===== src/rtl/hex_view_pkg.sv =====
// Shared types and constants for the hex debug viewer.
// Holds the mode encoding, the blank pattern and the nibble-to-segment lookup.
package hex_view_pkg;

  typedef enum logic [1:0] {
    MODE_MANUAL    = 2'b00,
    MODE_AUTO_PAGE = 2'b01,
    MODE_AUTO_CH   = 2'b10
  } mode_e;

  localparam logic [7:0] SEG_BLANK = 8'hFF;

  // Active-low segments, bit 6 = g ... bit 0 = a
  function automatic logic [6:0] nib2seg(input logic [3:0] n);
    case (n)
      4'h0: nib2seg = 7'h40;
      4'h1: nib2seg = 7'h79;
      4'h2: nib2seg = 7'h24;
      4'h3: nib2seg = 7'h30;
      4'h4: nib2seg = 7'h19;
      4'h5: nib2seg = 7'h12;
      4'h6: nib2seg = 7'h02;
      4'h7: nib2seg = 7'h78;
      4'h8: nib2seg = 7'h00;
      4'h9: nib2seg = 7'h10;
      4'hA: nib2seg = 7'h08;
      4'hB: nib2seg = 7'h03;
      4'hC: nib2seg = 7'h46;
      4'hD: nib2seg = 7'h21;
      4'hE: nib2seg = 7'h06;
      default: nib2seg = 7'h0E;
    endcase
  endfunction

  function automatic mode_e mode_next(input mode_e m);
    case (m)
      MODE_MANUAL:    mode_next = MODE_AUTO_PAGE;
      MODE_AUTO_PAGE: mode_next = MODE_AUTO_CH;
      default:        mode_next = MODE_MANUAL;
    endcase
  endfunction

endpackage


===== src/rtl/hex_view_ctrl_seg7.sv =====
// Single-digit decoder: nibble + blank + dot -> active-low 8-bit pattern.
module hex_seg7
  import hex_view_pkg::*;
(
  input  logic [3:0] nib,
  input  logic       blank,
  input  logic       dot,
  output logic [7:0] seg
);

  assign seg = {~dot, blank ? SEG_BLANK[6:0] : nib2seg(nib)};

endmodule


===== src/rtl/hex_view_ctrl.sv =====
// Debug viewer: selects one channel, snapshots it, pages it across the
// hex digits, with manual/auto stepping, freeze and change-flash on the dots.
module hex_view_ctrl
  import hex_view_pkg::*;
#(
  parameter int DATA_W     = 32,
  parameter int NUM_DIGITS = 6,
  parameter int NUM_CH     = 4,
  parameter int TICK_DIV   = 50000000,
  parameter int FLASH_CYC  = 12500000,
  localparam int NNIB  = (DATA_W + 3) / 4,
  localparam int NPAGE = (NNIB + NUM_DIGITS - 1) / NUM_DIGITS,
  localparam int CH_W  = (NUM_CH > 1) ? $clog2(NUM_CH) : 1,
  localparam int PG_W  = (NPAGE > 1) ? $clog2(NPAGE) : 1
) (
  input  logic                         CLK,
  input  logic                         RST,
  input  logic                         BNEXT,
  input  logic                         BMODE,
  input  logic                         FREEZE,
  input  logic [NUM_CH*DATA_W-1:0]     CH_DATA,
  output logic [NUM_DIGITS*8-1:0]      nHEX,
  output logic [CH_W-1:0]              CH_SEL,
  output logic [PG_W-1:0]              PAGE,
  output logic [1:0]                   MODE
);

  localparam int TK_W  = (TICK_DIV > 1) ? $clog2(TICK_DIV) : 1;
  localparam int FL_W  = (FLASH_CYC > 1) ? $clog2(FLASH_CYC) : 1;
  localparam int PAD_W = NPAGE * NUM_DIGITS * 4;
  localparam logic [CH_W-1:0] CH_LAST   = CH_W'(NUM_CH - 1);
  localparam logic [PG_W-1:0] PG_LAST   = PG_W'(NPAGE - 1);
  localparam logic [TK_W-1:0] TICK_LAST = TK_W'(TICK_DIV - 1);
  localparam logic [FL_W-1:0] FLASH_TOP = FL_W'(FLASH_CYC - 1);

  mode_e                   mode;
  logic [CH_W-1:0]         ch_sel, snap_ch, prev_ch, ch_inc, ch_nxt;
  logic [PG_W-1:0]         page, pg_nxt;
  logic [DATA_W-1:0]       snap, snap_prev, ch_word;
  logic [PAD_W-1:0]        snap_pad;
  logic [TK_W-1:0]         tick_cnt;
  logic [FL_W-1:0]         flash_cnt;
  logic [1:0]              vld_pipe;
  logic [NUM_DIGITS*8-1:0] nhex_q, seg_w;
  logic                    run_auto, tick, snap_load, chg, dot_on;

  assign ch_word   = CH_DATA[ch_sel*DATA_W +: DATA_W];
  assign snap_pad  = PAD_W'(snap);
  // A channel switch forces a reload even when frozen, so the view tracks CH_SEL
  assign snap_load = !FREEZE || (ch_sel != snap_ch);
  // vld_pipe[1] keeps the first post-reset load from looking like a change
  assign chg       = vld_pipe[1] && (snap != snap_prev) && (snap_ch == prev_ch);
  assign dot_on    = chg || (flash_cnt != '0);

  assign run_auto  = (mode != MODE_MANUAL) && !FREEZE;
  assign tick      = run_auto && (tick_cnt == TICK_LAST);
  assign ch_inc    = (ch_sel == CH_LAST) ? '0 : ch_sel + 1'b1;

  always_comb begin
    ch_nxt = ch_sel;
    pg_nxt = page;
    if (mode == MODE_AUTO_CH) begin
      if (NUM_CH > 1) begin
        ch_nxt = ch_inc;
        pg_nxt = '0;
      end
    end else if (page == PG_LAST) begin
      pg_nxt = '0;
      ch_nxt = ch_inc;
    end else begin
      pg_nxt = page + 1'b1;
    end
  end

  always_ff @(posedge CLK) begin
    if (RST) begin
      mode      <= MODE_MANUAL;
      ch_sel    <= '0;
      page      <= '0;
      snap      <= '0;
      snap_ch   <= '0;
      snap_prev <= '0;
      prev_ch   <= '0;
      tick_cnt  <= '0;
      flash_cnt <= '0;
      vld_pipe  <= '0;
      nhex_q    <= {NUM_DIGITS{8'hC0}};
    end else begin
      vld_pipe  <= {vld_pipe[0], 1'b1};
      if (snap_load) begin
        snap    <= ch_word;
        snap_ch <= ch_sel;
      end
      snap_prev <= snap;
      prev_ch   <= snap_ch;

      if (chg)                  flash_cnt <= FLASH_TOP;
      else if (flash_cnt != '0) flash_cnt <= flash_cnt - 1'b1;

      nhex_q <= seg_w;

      // BMODE beats BNEXT; BNEXT and tick together give one step
      if (BMODE) begin
        mode     <= mode_next(mode);
        tick_cnt <= '0;
      end else if (BNEXT || tick) begin
        ch_sel   <= ch_nxt;
        page     <= pg_nxt;
        tick_cnt <= '0;
      end else if (run_auto) begin
        tick_cnt <= tick_cnt + 1'b1;
      end
    end
  end

  for (genvar d = 0; d < NUM_DIGITS; d++) begin : g_dig
    logic [31:0] nib_idx;
    assign nib_idx = 32'(page) * 32'(NUM_DIGITS) + 32'(d);
    hex_seg7 u_seg (
      .nib   (snap_pad[nib_idx*4 +: 4]),
      .blank (nib_idx >= 32'(NNIB)),
      .dot   (dot_on),
      .seg   (seg_w[d*8 +: 8])
    );
  end

  assign nHEX   = nhex_q;
  assign CH_SEL = ch_sel;
  assign PAGE   = page;
  assign MODE   = mode;

endmodule


===== config.mk =====
export PLATFORM = sky130hd
export DESIGN_NAME = hex_view_ctrl
export DESIGN_NICKNAME = d
export VERILOG_FILES = /design/src/rtl/hex_view_pkg.sv /design/src/rtl/hex_view_ctrl_seg7.sv /design/src/rtl/hex_view_ctrl.sv
export SDC_FILE = /design/constraint.sdc
export NUM_CORES = 1
export LEC_CHECK = 0
export CELL_PAD_IN_SITES_DETAIL_PLACEMENT = 2
export CELL_PAD_IN_SITES_GLOBAL_PLACEMENT = 2
export CORE_MARGIN = 2
export CORE_UTILIZATION = 34
export DETAILED_ROUTE_END_ITERATION = 10
export PLACE_DENSITY = 0.87
export SYNTH_ARGS = -nofsm -noshare
export SYNTH_HDL_FRONTEND = slang
export SYNTH_SLANG_ARGS = --single-unit

===== constraint.sdc =====
create_clock -name CLK -period 6 [get_ports CLK]
set_input_delay 1.5 -clock CLK [delete_from_list [all_inputs] [get_ports CLK]]
set_output_delay 1.5 -clock CLK [all_outputs]
set_load 0.02 [all_outputs]

# Word-level counts from Yosys, hierarchy flattened
# Memories as Yosys holds them, arrays and structs flattened.
# Index checks and enable logic that the tools add are counted.
# word_totals
reg_bits	173
romBits	672
input_bits	133
output_inout_bits	53
elab_cells	95
mem_count	6
# classes
n_addsub	9
multipliers	1
magnitude_cmp	6
n_eq_ne	7
shift	7
muxes	15
bitwise_logic	2
reduce_logical	23
# memory_table
name	words	width	rd	rd_ports_with_merged_regs	wr	line	rtl
(no name shown)	16	7	1	0	0	hex_view_pkg.sv:15	case (n)
(no name shown)	16	7	1	0	0	hex_view_pkg.sv:15	
(no name shown)	16	7	1	0	0	hex_view_pkg.sv:15	
(no name shown)	16	7	1	0	0	hex_view_pkg.sv:15	
(no name shown)	16	7	1	0	0	hex_view_pkg.sv:15	
(no name shown)	16	7	1	0	0	hex_view_pkg.sv:15	
# ops
cell	n
$shiftx 48x8->4	5
$shiftx 128x8->32	1
$mux 24	2
$shiftx 48x7->4	1
$mux 6	6
$ne 32x32->1	1
$add 26x1->26 const B	1
$eq 26x26->1 const B	1
$ge 5x4->1 const B	5
$reduce_bool 24->1	1
$sub 24x1->24 const B	1
$reduce_or 2->1	7
$add 4x2->5 const B	2
$add 4x3->5 const B	2
$mux 2	3
$reduce_bool 2->1	3
$add 4x1->5 const B	1
$eq 2x2->1 const B	2
$ge 4x4->1 const B	1
$logic_and 1x1->1	4
$pmux 2 s2	1
$logic_or 1x1->1	3
$mul 1x2->3 const B	1
$mux 1	3
11 further kinds	12

# Depth between registers and ports, before layout
# Gate-level depths: netlist of the first run.
# logic_depth
ltp_word	5
depth_mapped	10
depth_no_buf	7

# Modules after synthesis
# A second synthesis of the first run with hierarchy kept.
# hier_totals
cells_unflattened	962
hier_area_um2	9255.1
# by_module_without_submodules
module	n_inst	cells_per_inst	area_per_inst_um2	seq_area_each_um2
hex_view_ctrl	1	746	7438.4	3463.3
hex_seg7	6	36	302.8	0.0

# Worst setup path after synthesis of the first run
# No wires, ideal clock.
# synth_path
path_kind	input-to-reg
start	input port FREEZE
end	register ch_sel[0], in the netlist CH_SEL[0]
setup_ns	0.121
t_arrival_ns	2.922
required_ns	5.879
slack_ns	2.957
cell_stages	7
n_path_buf	2
path_cell_list	o21ba_2 > buf_1 > and4_1 > clkbuf_1 > a32oi_1 > nor2_1 > mux2_2
# synth_between
elab_chain_len	5
# synth_rtl
element	line	rtl
from (decl)	hex_view_ctrl.sv:20	input logic FREEZE,
$logic_not 1->1	hex_view_ctrl.sv:55	assign run_auto = (mode != MODE_MANUAL) && !FREEZE;
$logic_and 1x1->1	hex_view_ctrl.sv:55	
$logic_and 1x1->1	hex_view_ctrl.sv:56	assign tick = run_auto && (tick_cnt == TICK_LAST);
$logic_or 1x1->1	hex_view_ctrl.sv:106	end else if (BNEXT || tick) begin
$reduce_and 3->1 (no source line)	-	
to (signal assigned)	hex_view_ctrl.sv:107	ch_sel <= ch_nxt;
to (decl)	hex_view_ctrl.sv:37	logic [CH_W-1:0] ch_sel, snap_ch, prev_ch, ch_inc, ch_nxt;
# No other way between the ends.
# A chain may end at the register's enable or synchronous reset.

# Final worst setup path of the first run
# layout_path
start	input port FREEZE
end	register tick_cnt[3]
# layout_between
elab_chain_len	5
# layout_rtl
element	line	rtl
$logic_not 1->1 (*)	hex_view_ctrl.sv:55	
$logic_and 1x1->1 (*)	hex_view_ctrl.sv:55	
$logic_and 1x1->1	hex_view_ctrl.sv:56	
$logic_or 1x1->1	hex_view_ctrl.sv:106	
$reduce_or 3->1 (no source line)	-	
to (signal assigned)	hex_view_ctrl.sv:111	tick_cnt <= tick_cnt + 1'b1;
to (decl)	hex_view_ctrl.sv:41	logic [TK_W-1:0] tick_cnt;
# Every way passes the cells marked *; elsewhere a longest branch is shown, timed or not.

==> results of run 1 <==
[how the worst min path moves through the flow]
stage | start | end | slack, ns | depth (start not counted)
5_1_grt | vld_pipe[0] | vld_pipe[1] | 0.49 | 1
6_report | vld_pipe[0] | vld_pipe[1] | 0.47 | 1
2_1_floorplan | vld_pipe[0] | vld_pipe[1] | 0.41 | 1
4_1_cts | vld_pipe[0] | vld_pipe[1] | 0.48 | 1
3_3_place_gp | vld_pipe[0] | vld_pipe[1] | 0.42 | 1
3_5_place_dp | vld_pipe[0] | vld_pipe[1] | 0.43 | 1
[registers in the layout, indices dropped and copies added, names as in the netlist]
signal     cells
CH_SEL         2
MODE           2
PAGE           1
flash_cnt     24
nHEX          43
prev_ch        2
snap          32
snap_ch        2
snap_prev     32
tick_cnt      26
vld_pipe       2
[metal layers]
layer  routed length, µm  vias up
met5                   0        -
met1               12900     3856
met4                 540        0
met2               16300      173
met3                1080       46
li1                    -     3511
[metrics by stage]
stage | power [mW] | hold slack, ns | area [µm²]
2_1_floorplan | 1.67 | 0.414 | 8660
3_3_place_gp | 1.90 | 0.421 | 10700
3_5_place_dp | 1.94 | 0.433 | 10700
4_1_cts | 3.06 | 0.475 | 11200
5_1_grt | 3.17 | 0.491 | 11200
6_report | 3.04 | 0.467 | 11200
[kinds of logic after synthesis]
| kind of cell | synth area share |
|---|---|
| multiplexers | 0.137 |
| buffers and inverters | 0.0463 |
| AO/OA/AOI/OAI | 0.101 |
| adder cells (fa/ha/maj) | 0.0578 |
| XOR/XNOR | 0.0759 |
| AND/OR/NAND/NOR | 0.193 |
| flip-flops | 0.389 |
[layout make-up]
class | count | area share
multi-input cells | 665 | 0.437
flip-flops and latches | 168 | 0.300
repair buffers | 190 | 0.168
clock buffers | 18 | 0.0382
well taps | 330 | 0.0368
clock inverters | 14 | 0.0118
inverters | 26 | 0.00869
[placed cells by master (no fill, tap or decap), drive strengths merged, types with 13 or more instances in the layout]
cell type / synthesis / layout
a21oi: 60 / 60
inv: 26 / 34
a211oi: 13 / 13
o21ai: 20 / 20
nor2: 91 / 91
clkdlybuf4s50: 0 / 184
nor2b: 41 / 41
xor2: 45 / 45
xnor2: 30 / 30
mux4: 36 / 36
clkbuf: 51 / 18
dfxtp: 168 / 168
nand2: 88 / 88
mux2i: 21 / 21
mux2: 15 / 15
and3: 13 / 13
a31oi: 14 / 14
ha: 40 / 40
nor3: 21 / 21
nor4: 20 / 20
[power by group through the flow]
stage               sequential, mW  combinational (mW)  clock [mW]
CTS                           1.28               0.665        1.11
global placement              1.29               0.609           0
floorplan                     1.30               0.373           0
detailed placement            1.30               0.636           0
global route                  1.29               0.718        1.15
finish                        1.28               0.660        1.10
==> run metrics, run 1 <==
status=completed; H-tree levels=4; Psw=0.985 mW; CP Buf/Inv Count=1; area leader, netlist=dfxtp_1; Synth Warn #=0; Slew @ Worst Pin=1.22 ns; max incr delay on CP=0.75 ns; Primary FF master, synth=dfxtp_1; Power Internal=between 2 and 2.5 mW; EDFF count, synth=0; sw frac=0.324; Unique masters post-synth=60; # clock sinks=about 170; Die Width=164 µm; Final #Nets=between 1000 and 1500; Setup TNS=0 ns; CP Class=in2reg; post-CTS sizing=0; Area growth syn-to-layout=29.7%; Post-Layout Cell Count=~1400; CTS Buf Count=17; DR DRC count=0; sequential element share of the synthesized area=0.389; count leader, synth=dfxtp_1; end of the worst register-to-register path=flash_cnt[19]; clock network fraction of total power=0.361; final setup fails=0; dpl ws=between 2 and 2.5 ns; Hold-fix buffers, CTS=0; fmax=about 280 MHz; Synth top area share=0.389; WP depth=6; CTS tree=built; layout cell share with drive strength beyond 1=0.0962; Seq pwr share=0.422; largest delay contributor family on the critical path=simple AND/OR/NAND/NOR gates; Worst R2R Path Depth=5; clk_skew=~0.011 ns; clk_lat worst skew=0.45 ns; CORE AREA=25100 µm²; Multi-input gate area=4900 µm²; initial antenna violation count=0; min-delay worst type=reg2reg; cell area power density=between 200 and 300 nW/µm²; Combinational Power Share=0.217; first-pass GRT wire length=~49000 µm; final wirelength=around 31000 µm; number of port buffers=about 190; CP Launch Point=FREEZE; crit path launch type=input port; clock slew at reported path FFs=around 0.070 ns; crit path cell chain=clkdlybuf4s50_1 -> o21ba_2 -> and4_1 -> a31oi_1 -> nand3_1 -> nor2_1; Post-DP HPWL=19300 µm; Gate Count Post-Synth=roughly 930; number of vias per cell=between 5 and 6; FF+latch area=about 3400 µm²; grt met2 use=0.436; Crit-path slowest cell=nand3_1; Critical Path RT=~6.3 ns; Setup WS post-layout=about 2.5 ns; initial core utilization=0.345; clk root buf=clkbuf_16; per-cell routed wire length=~22 µm; # diodes=0; Pre-antenna DRT Iters=6; die area=~27000 µm²; met3 Use GR=0.0391; DRT iter0 DRCs=283; min Tclk post-route=3.55 ns; GRT Util Overall=0.235; Syn Nets=1102; Critical Path AT=3.89 ns; CP endpoint=tick_cnt[3]; Slew Viols, Final=0; #FFs+latches synth=roughly 170; grt total ovfl=0; max-capacitance violation count=0; Die Ht=~160 µm; r2r setup slk=between 2 and 3 ns; fin util=0.447; Routability Congestion=0.808; # rows=between 50 and 60; Crit Reg-Reg Startpoint=snap[10]; number of global-route vias before repair=about 8500; post-CTS setup buffers=0; Async S/R FF share, synth=0; RSZ-0062 raised after global routing=no; placed instance count=about 1400; crit path capture type=register; worst-case headroom to the max-slew limit=0.161; CTS max path bufs=2; largest net degree at the start of global routing=78; met1 Resource Use GR=0.276; fillers=~2700; worst-path maximum fanout=26; Final Cycle Share=0.591; Post-synth top cells=dfxtp_1, nor2_1, nand2_1, a21oi_1, clkbuf_1; ranking of synthesized cells by area=dfxtp_1, mux4_2, ha_1, xor2_1, nor2_1; Mapped Area=between 8000 and 9000 µm²; Peak supply drop=between 0.2 and 0.25 mV; Final ANT Viol Nets=0; gr busiest metal=met2; final hold violation count=0; syn_area_per_cell=just over 9 µm²; Static Leak=4.28 nW; num ports=~190; vias=between 7000 and 8000
Power figures use the tool's default switching activity.
==> run 2: changes to the inputs <==
--- a/config.mk
+++ b/config.mk
@@ -8,9 +8,9 @@
 export CELL_PAD_IN_SITES_DETAIL_PLACEMENT = 2
 export CELL_PAD_IN_SITES_GLOBAL_PLACEMENT = 2
 export CORE_MARGIN = 2
-export CORE_UTILIZATION = 34
+export CORE_UTILIZATION = 28
 export DETAILED_ROUTE_END_ITERATION = 10
-export PLACE_DENSITY = 0.87
+export PLACE_DENSITY = 0.76
 export SYNTH_ARGS = -nofsm -noshare
 export SYNTH_HDL_FRONTEND = slang
 export SYNTH_SLANG_ARGS = --single-unit
==> constraint.sdc (replaced) <==
create_clock -name CLK -period 2.8 [get_ports CLK]
set_input_delay 0.7 -clock CLK [delete_from_list [all_inputs] [get_ports CLK]]
set_output_delay 0.7 -clock CLK [all_outputs]
set_load 0.02 [all_outputs]
==> run metrics, run 2 (synthesis gave the netlist of run 1 again) <==
status=completed; min-delay worst type=reg2reg; number of global-route vias before repair=8177 (-3.4%); Post-DP HPWL=19900 µm (+3.2%); DRT iter0 DRCs=228 (-19%); final wirelength=27800 µm (-9.8%); Slew Viols, Final=0 (unchanged); H-tree levels=4 (unchanged); max incr delay on CP=0.73 ns (-0.02 ns); max layer used=met4; final setup fails=0 (unchanged); layout cell share with drive strength beyond 1=0.115 (+0.0186); initial core utilization=0.284 (-0.0610); Seq pwr share=0.420 (-0.002); fmax=approximately 380 MHz; CP Buf/Inv Count=1 (unchanged); max-capacitance violation count=0 (unchanged); worst-path maximum fanout=23 (-12%); wl on met1=12400 µm (-3.9%); initial antenna violation count=1 (+1); post-CTS sizing=0 (unchanged); vias=7394 (-2.5%); num ports=186 (unchanged); Final #Nets=1266 (+2.0%); Die Ht=180 µm (+9.9%); Crit-path slowest cell=dfxtp_2; Critical Path RT=2.10 ns (-4.24 ns); DR DRC count=0 (unchanged); clock slew at reported path FFs=0.07 ns (about the same); final hold violation count=0 (unchanged); clk_skew=0.0144 ns (+0.00355 ns); number of port buffers=185 (unchanged); CTS max path bufs=2 (unchanged); Psw=2.01 mW (+100%); Hold-fix buffers, CTS=0 (unchanged); met2 WL=14300 µm (-13%); Combinational Power Share=0.218 (about the same); RSZ-0062 raised after global routing=no; CTS tree=built; largest delay contributor family on the critical path=flip-flops; CTS Buf Count=17 (unchanged); min Tclk post-route=~2.6 ns; worst-case headroom to the max-slew limit=0.525 (+0.364); Peak supply drop=0.368 mV (+68%); crit path launch type=register; CP Class=reg2out; # rows=64 (+10%); Setup TNS=0 ns (unchanged); grt total ovfl=0 (unchanged); CORE AREA=30500 µm² (+22%); per-cell routed wire length=18.5 µm (-15%); post-route cell area=11500 µm² (+2.6%); clock network fraction of total power=0.361 (about the same); Area growth syn-to-layout=33.0%; Final Cycle Share=0.931; number of vias per cell=4.92 (-8.4%); Die Width=180 µm (+9.9%); fin util=0.377 (-0.0697); commonest cells after routing, fill and taps aside=clkdlybuf4s50_1, dfxtp_1, nor2_1, nand2_1, a21oi_1; fillers=3311 (+22%); crit path cell chain=clkdlybuf4s50_1; first-pass GRT wire length=44900 µm (-7.5%); Slew @ Worst Pin=0.710 ns (-0.514 ns); # diodes=0 (unchanged); post-CTS setup buffers=0 (unchanged); Pre-antenna DRT Iters=4 (-2); clk_lat worst skew=0.44 ns (about the same); Static Leak=4.41 nW (+3.1%); die area=32300 µm² (+21%); largest net degree at the start of global routing=48 (-38%); max reg flops=43 (unchanged); GRT Util Overall=0.173 (-0.0618); sw frac=0.312 (-0.0122); # clock sinks=168 (unchanged); Area after DPL=11000 µm² (+2.7%); commonest non-fill, non-tap cell in the layout=clkdlybuf4s50_1; r2r setup slk=0.53 ns (-2.38 ns); cell area power density=560 nW/µm² (+110%); met3 wire length=842 µm (-22%); crit path capture type=output pin; Routability Congestion=0.761 (-5.8%); clk root buf=clkbuf_16; Final ANT Viol Nets=0 (unchanged); Critical Path AT=1.91 ns (-1.98 ns); Power Internal=4.44 mW (+120%)
run 2: worst paths after layout:
path,startpoint,endpoint,depth (start not counted)
max,PAGE,PAGE,1
max reg2reg,tick_cnt[8],CH_SEL[0],5
min reg2reg,vld_pipe[0],vld_pipe[1],1
min,vld_pipe[0],vld_pipe[1],1
run 2: layout make-up:
type,instances,area (µm²),share of cell area
Clock inverter,14,134,0.0116
Clock buffer,18,429,0.0373
Sequential cell,168,3370,0.292
Tap cell,396,495,0.0430
Timing Repair Buffer,215,2100,0.182
Inverter,26,97.6,0.00848
Multi-Input combinational cell,665,4890,0.425
run 2: power by group through the flow:
stage               Combinational [mW]  Clock (mW)  Sequential (mW)
finish                            1.41        2.33             2.71
detailed placement                1.41           0             2.76
global route                      1.56        2.50             2.74
CTS                               1.43        2.39             2.71
global placement                  1.38           0             2.76
floorplan                        0.799           0             2.78
run 2: per-layer routing:
layer	vias to the layer above	global-route usage
li1	3569	-
met1	3684	0.216
met2	120	0.309
met3	21	0.0282
met4	0	0.0449
met5	-	0
run 2: metrics by stage:
step	cells	hold WS [ns]	power, mW	setup WS (ns)
6_report	1502	0.451	6.45	0.192
5_1_grt	1502	0.466	6.80	0.128
4_1_cts	1502	0.455	6.54	0.171
3_5_place_dp	1470	0.433	4.18	0.106
3_3_place_gp	1470	0.438	4.13	0.269
2_1_floorplan	929	0.414	3.58	0.161
==> run 3: changes to the inputs <==
--- a/config.mk
+++ b/config.mk
@@ -7,10 +7,11 @@
 export LEC_CHECK = 0
 export CELL_PAD_IN_SITES_DETAIL_PLACEMENT = 2
 export CELL_PAD_IN_SITES_GLOBAL_PLACEMENT = 2
-export CORE_MARGIN = 2
+export CORE_MARGIN = 1
 export CORE_UTILIZATION = 28
 export DETAILED_ROUTE_END_ITERATION = 10
 export PLACE_DENSITY = 0.76
+export SLEW_MARGIN = 5
 export SYNTH_ARGS = -nofsm -noshare
 export SYNTH_HDL_FRONTEND = slang
 export SYNTH_SLANG_ARGS = --single-unit
==> run metrics, run 3 (synthesis gave the netlist of run 1 again) <==
status=completed; Final Cycle Share=0.844 (-0.0871); number of port buffers=185 (unchanged); Post-DP HPWL=19900 µm (-0.34%); r2r setup slk=0.44 ns (-0.09 ns); Psw=1.97 mW (-2.1%); Hold-fix buffers, CTS=0 (unchanged); clock slew at reported path FFs=0.07 ns (about the same); num ports=186 (unchanged); final hold violation count=0 (unchanged); CTS Buf Count=17 (unchanged); per-cell routed wire length=18.4 µm (-0.58%); Hold Crit Endpoint=vld_pipe[1]; max reg flops=43 (unchanged); Final #Nets=1267 (+0.079%); post-CTS sizing=0 (unchanged); layout cell share with drive strength beyond 1=0.117 (+0.00170); DR DRC count=0 (unchanged); CP Class=reg2reg; initial antenna violation count=0 (-1); die area=31600 µm² (-2.2%); Setup TNS=0 ns (unchanged); clk root buf=clkbuf_16; commonest cells after routing, fill and taps aside=clkdlybuf4s50_1, dfxtp_1, nor2_1, nand2_1, a21oi_1; number of vias per cell=4.96 (+0.70%); sw frac=0.308 (-0.00359); initial core utilization=0.284 (unchanged); worst-path maximum fanout=4 (-83%); Slew @ Worst Pin=0.713 ns (+0.00376 ns); Slew Viols, Final=0 (unchanged); first-pass GRT wire length=44000 µm (-2.1%); crit path capture type=register; Combinational Power Share=0.226 (+0.008); H-tree levels=4 (unchanged); FF+latch area=3370 µm² (unchanged); final setup fails=0 (unchanged); Final ANT Viol Nets=0 (unchanged); worst-case headroom to the max-slew limit=0.521 (-0.00442); clock network fraction of total power=0.352 (-0.009); CTS max path bufs=2 (unchanged); Hold Crit Depth=1 (unchanged); clk_skew=0.0125 ns (-0.00188 ns); CORE AREA=30500 µm² (unchanged); Power Internal=4.42 mW (-0.47%); # diodes=0 (unchanged); max-capacitance violation count=0 (unchanged); # rows=64 (unchanged); Static Leak=4.41 nW (about the same); Area growth syn-to-layout=33.3%; RSZ-0062 raised after global routing=no; Seq pwr share=0.422 (+0.002); GRT Util Overall=0.179 (+0.00574); Die Width=178 µm (-1.1%); DRT iter0 DRCs=258 (+13%); number of global-route vias before repair=8037 (-1.7%); final wirelength=27700 µm (-0.52%); fillers=3296 (-0.45%); Routability Congestion=0.770 (+1.2%); Multi-input gate area=4900 µm² (+0.10%); Critical Path AT=2.68 ns (+0.77 ns); largest net degree at the start of global routing=74 (+54%); vias=7451 (+0.77%); end of the worst register-to-register path=CH_SEL[0]; Tot Pwr=6.39 mW (-0.98%); Critical Path RT=3.12 ns (+1.02 ns); grt total ovfl=0 (unchanged); min-delay src=vld_pipe[0]; Die Ht=178 µm (-1.1%); crit path launch type=register; min-delay worst type=reg2reg; min Tclk post-route=2.36 ns (-0.244 ns); cell area power density=554 nW/µm² (-1.2%); Worst R2R Path Depth=5 (unchanged); Pre-antenna DRT Iters=4 (unchanged); commonest non-fill, non-tap cell in the layout=clkdlybuf4s50_1; clk_lat worst skew=0.44 ns (about the same); CTS tree=built; fmax=423 MHz (+10%); Crit Reg-Reg Startpoint=tick_cnt[8]; # clock sinks=168 (unchanged); post-CTS setup buffers=0 (unchanged); Peak supply drop=0.243 mV (-34%)
run 3: cell count changes in the layout (fill, tap and decap cells not counted), sizes merged:
cell      delta
inv          -5
clkinvlp     +2
clkinv       +3
buf          +1
run 3: worst max-delay path, cell delays in order, from the launching register on:
cell	delay (ns)
dfxtp_1	0.35
or4b_2	0.71
nor4_1	0.32
a32oi_1	0.24
nor2_1	0.25
mux2_2	0.38
run 3: power by group through the flow:
stage	combinational [mW]	sequential (mW)	clock, mW
after floorplan	0.799	2.78	0
after global placement	1.40	2.74	0
after detailed placement	1.44	2.75	0
after CTS	1.46	2.70	2.32
after global routing	1.58	2.72	2.41
final	1.44	2.70	2.25
run 3: routing by layer:
metal,GRT usage,share of wire
met1,0.223,0.45
met2,0.315,0.51
met3,0.0304,0.036
met4,0.0481,0.013
met5,0,0
run 3: worst max-delay path by stage:
stage	start	end	slack, ns	cells past startpoint
floorplan	PAGE	nHEX[43]	0.16	9
global placement	FREEZE	CH_SEL[0]	0.27	6
detailed placement	FREEZE	CH_SEL[0]	0.1	6
CTS	PAGE	PAGE	0.42	1
global route	flash_cnt[4]	flash_cnt[15]	0.36	5
finish	tick_cnt[8]	CH_SEL[0]	0.44	5
run 3: area by class of cell:
| type | instances | share of cell area |
|---|---|---|
| tap | 396 | 0.0429 |
| clock buffer | 18 | 0.0372 |
| sequential | 168 | 0.292 |
| multi-input combinational | 665 | 0.425 |
| timing repair buffer | 216 | 0.185 |
| clock inverter | 14 | 0.0102 |
| inverter | 26 | 0.00846 |
run 3: stage by stage:
step / util / instance area [µm²] / hold WS, ns / setup WS (ns) / cells
after CTS: 0.378 / 11500 / 0.445 / 0.417 / 1503
after global placement: 0.360 / 11000 / 0.421 / 0.271 / 1471
after floorplan: - / 8660 / 0.414 / 0.161 / 929
after detailed placement: 0.360 / 11000 / 0.439 / 0.0988 / 1471
final: 0.378 / 11500 / 0.442 / 0.436 / 1503
after global routing: 0.378 / 11500 / 0.456 / 0.359 / 1503
==> patch, RTL diff (flow settings as in run 3) <==
Compare `tick_cnt` against `TICK_LAST` with >= in place of ==.
--- a/src/rtl/hex_view_ctrl.sv
+++ b/src/rtl/hex_view_ctrl.sv
@@ -54,5 +54,5 @@
 
   assign run_auto  = (mode != MODE_MANUAL) && !FREEZE;
-  assign tick      = run_auto && (tick_cnt == TICK_LAST);
+  assign tick      = run_auto && (tick_cnt >= TICK_LAST);
   assign ch_inc    = (ch_sel == CH_LAST) ? '0 : ch_sel + 1'b1;
 
Formal check against the unedited RTL: same outputs for any inputs over 4 cycles, from zero or initial values and one cycle with RST high; that may be too few to reach the edited logic, so the function may still have changed.
==> patch against run 3 <==
- via count increased by 1.1%
- routed wire length about the same
- synthesized area increased by 0.36%
- critical endpoint is now flash_cnt[21]
- sequential power about the same
- setup slack got worse by 290 ps
- power about the same
- sequential cell count unchanged
- core utilization increased by 0.089 points
- final area increased by 0.50%
- largest cell class unchanged
==> patch: results (changes against run 3) <==
status: "complete, no violations"
holdWs_ps: 443.2  # +1.625 ps
p_leak_nw: 4.323  # -2.1%
period_minus_slack_ps: 2653  # +289.1 ps
nets: 1279  # +0.95%
instances_no_fill: 1515  # +0.80%
grt_max_degree: 85  # +15%
dp_hpwl_mm: 19.76  # -0.49%
cpMaxStageDelayCell: "or4_1"
arrival_ps: 3000  # +320 ps
relSlewSlack_pct: 60.86  # +8.8 points
grt_pass1_wl_mm: 44.55  # +1.3%
pre_cts_slack_ps: 152.6  # +53.79 ps
drtIter0Drc: 290  # +12%
p_switching_mw: 1.883  # -4.4%
wl_per_cell_um: 18.28  # -0.74%
critPathMaxFanout: 7  # +3
synth.avg_cell_area_sq_um: 9.261  # -0.60%
slowest_delay_ps: 650  # -60 ps
synth_fp_nets: 1111  # +0.82%
track_usage_pct: 18.17  # +0.29 points
placed_cell_area_sq_um: 11030  # +0.34%
synth_compound_area_share_pct: 11.21  # +1.1 points
postLayoutCoreUtil_pct: 37.90  # +0.089 points
ir_drop_uv: 426.5  # +76%
-- patch: logic make-up (layout without fill, tap and decap cells) --
| kind of cell | count (synthesis) | in the layout |
|---|---|---|
| AND/OR/NAND/NOR | 343 | 343 |
| multiplexers | 69 | 69 |
| buffers and inverters | 89 | 270 |
| adder cells (fa/ha/maj) | 40 | 40 |
| XOR/XNOR | 72 | 72 |
| AO/OA/AOI/OAI | 157 | 157 |
| flip-flops | 168 | 168 |
-- patch: per-layer routing --
metal | wire length [um] | up-vias | track usage, % | share of wire, %
li1 | - | 3623 | - | -
met5 | 0 | - | 0 | 0
met2 | 13680 | 149 | 31.57 | 49
met3 | 1450 | 20 | 3.623 | 5.2
met4 | 257 | 0 | 4.594 | 0.93
met1 | 12320 | 3738 | 22.81 | 44
-- patch: final cells by class --
type,count,area share (%)
clock buffers,19,3.820
clock inverters,13,1.068
inverters,24,0.7770
multi-input cells,681,42.87
flip-flops and latches,168,29.04
well taps,396,4.274
repair buffers,214,18.15
-- patch: worst paths after layout --
kind,cells after the start,end,startpoint
hold reg to reg,1,vld_pipe[1],vld_pipe[0]
setup / recovery,5,flash_cnt[21],flash_cnt[3]
hold / removal,1,vld_pipe[1],vld_pipe[0]
setup reg to reg,5,flash_cnt[21],flash_cnt[3]
-- patch: power groups by stage --
stage / logic (mW) / registers (mW) / clock network (mW)
3_5_place_dp: 1.40 / 2.74 / 0
6_report: 1.40 / 2.69 / 2.29
5_1_grt: 1.55 / 2.71 / 2.46
4_1_cts: 1.42 / 2.69 / 2.36
2_1_floorplan: 0.762 / 2.77 / 0
3_3_place_gp: 1.37 / 2.73 / 0
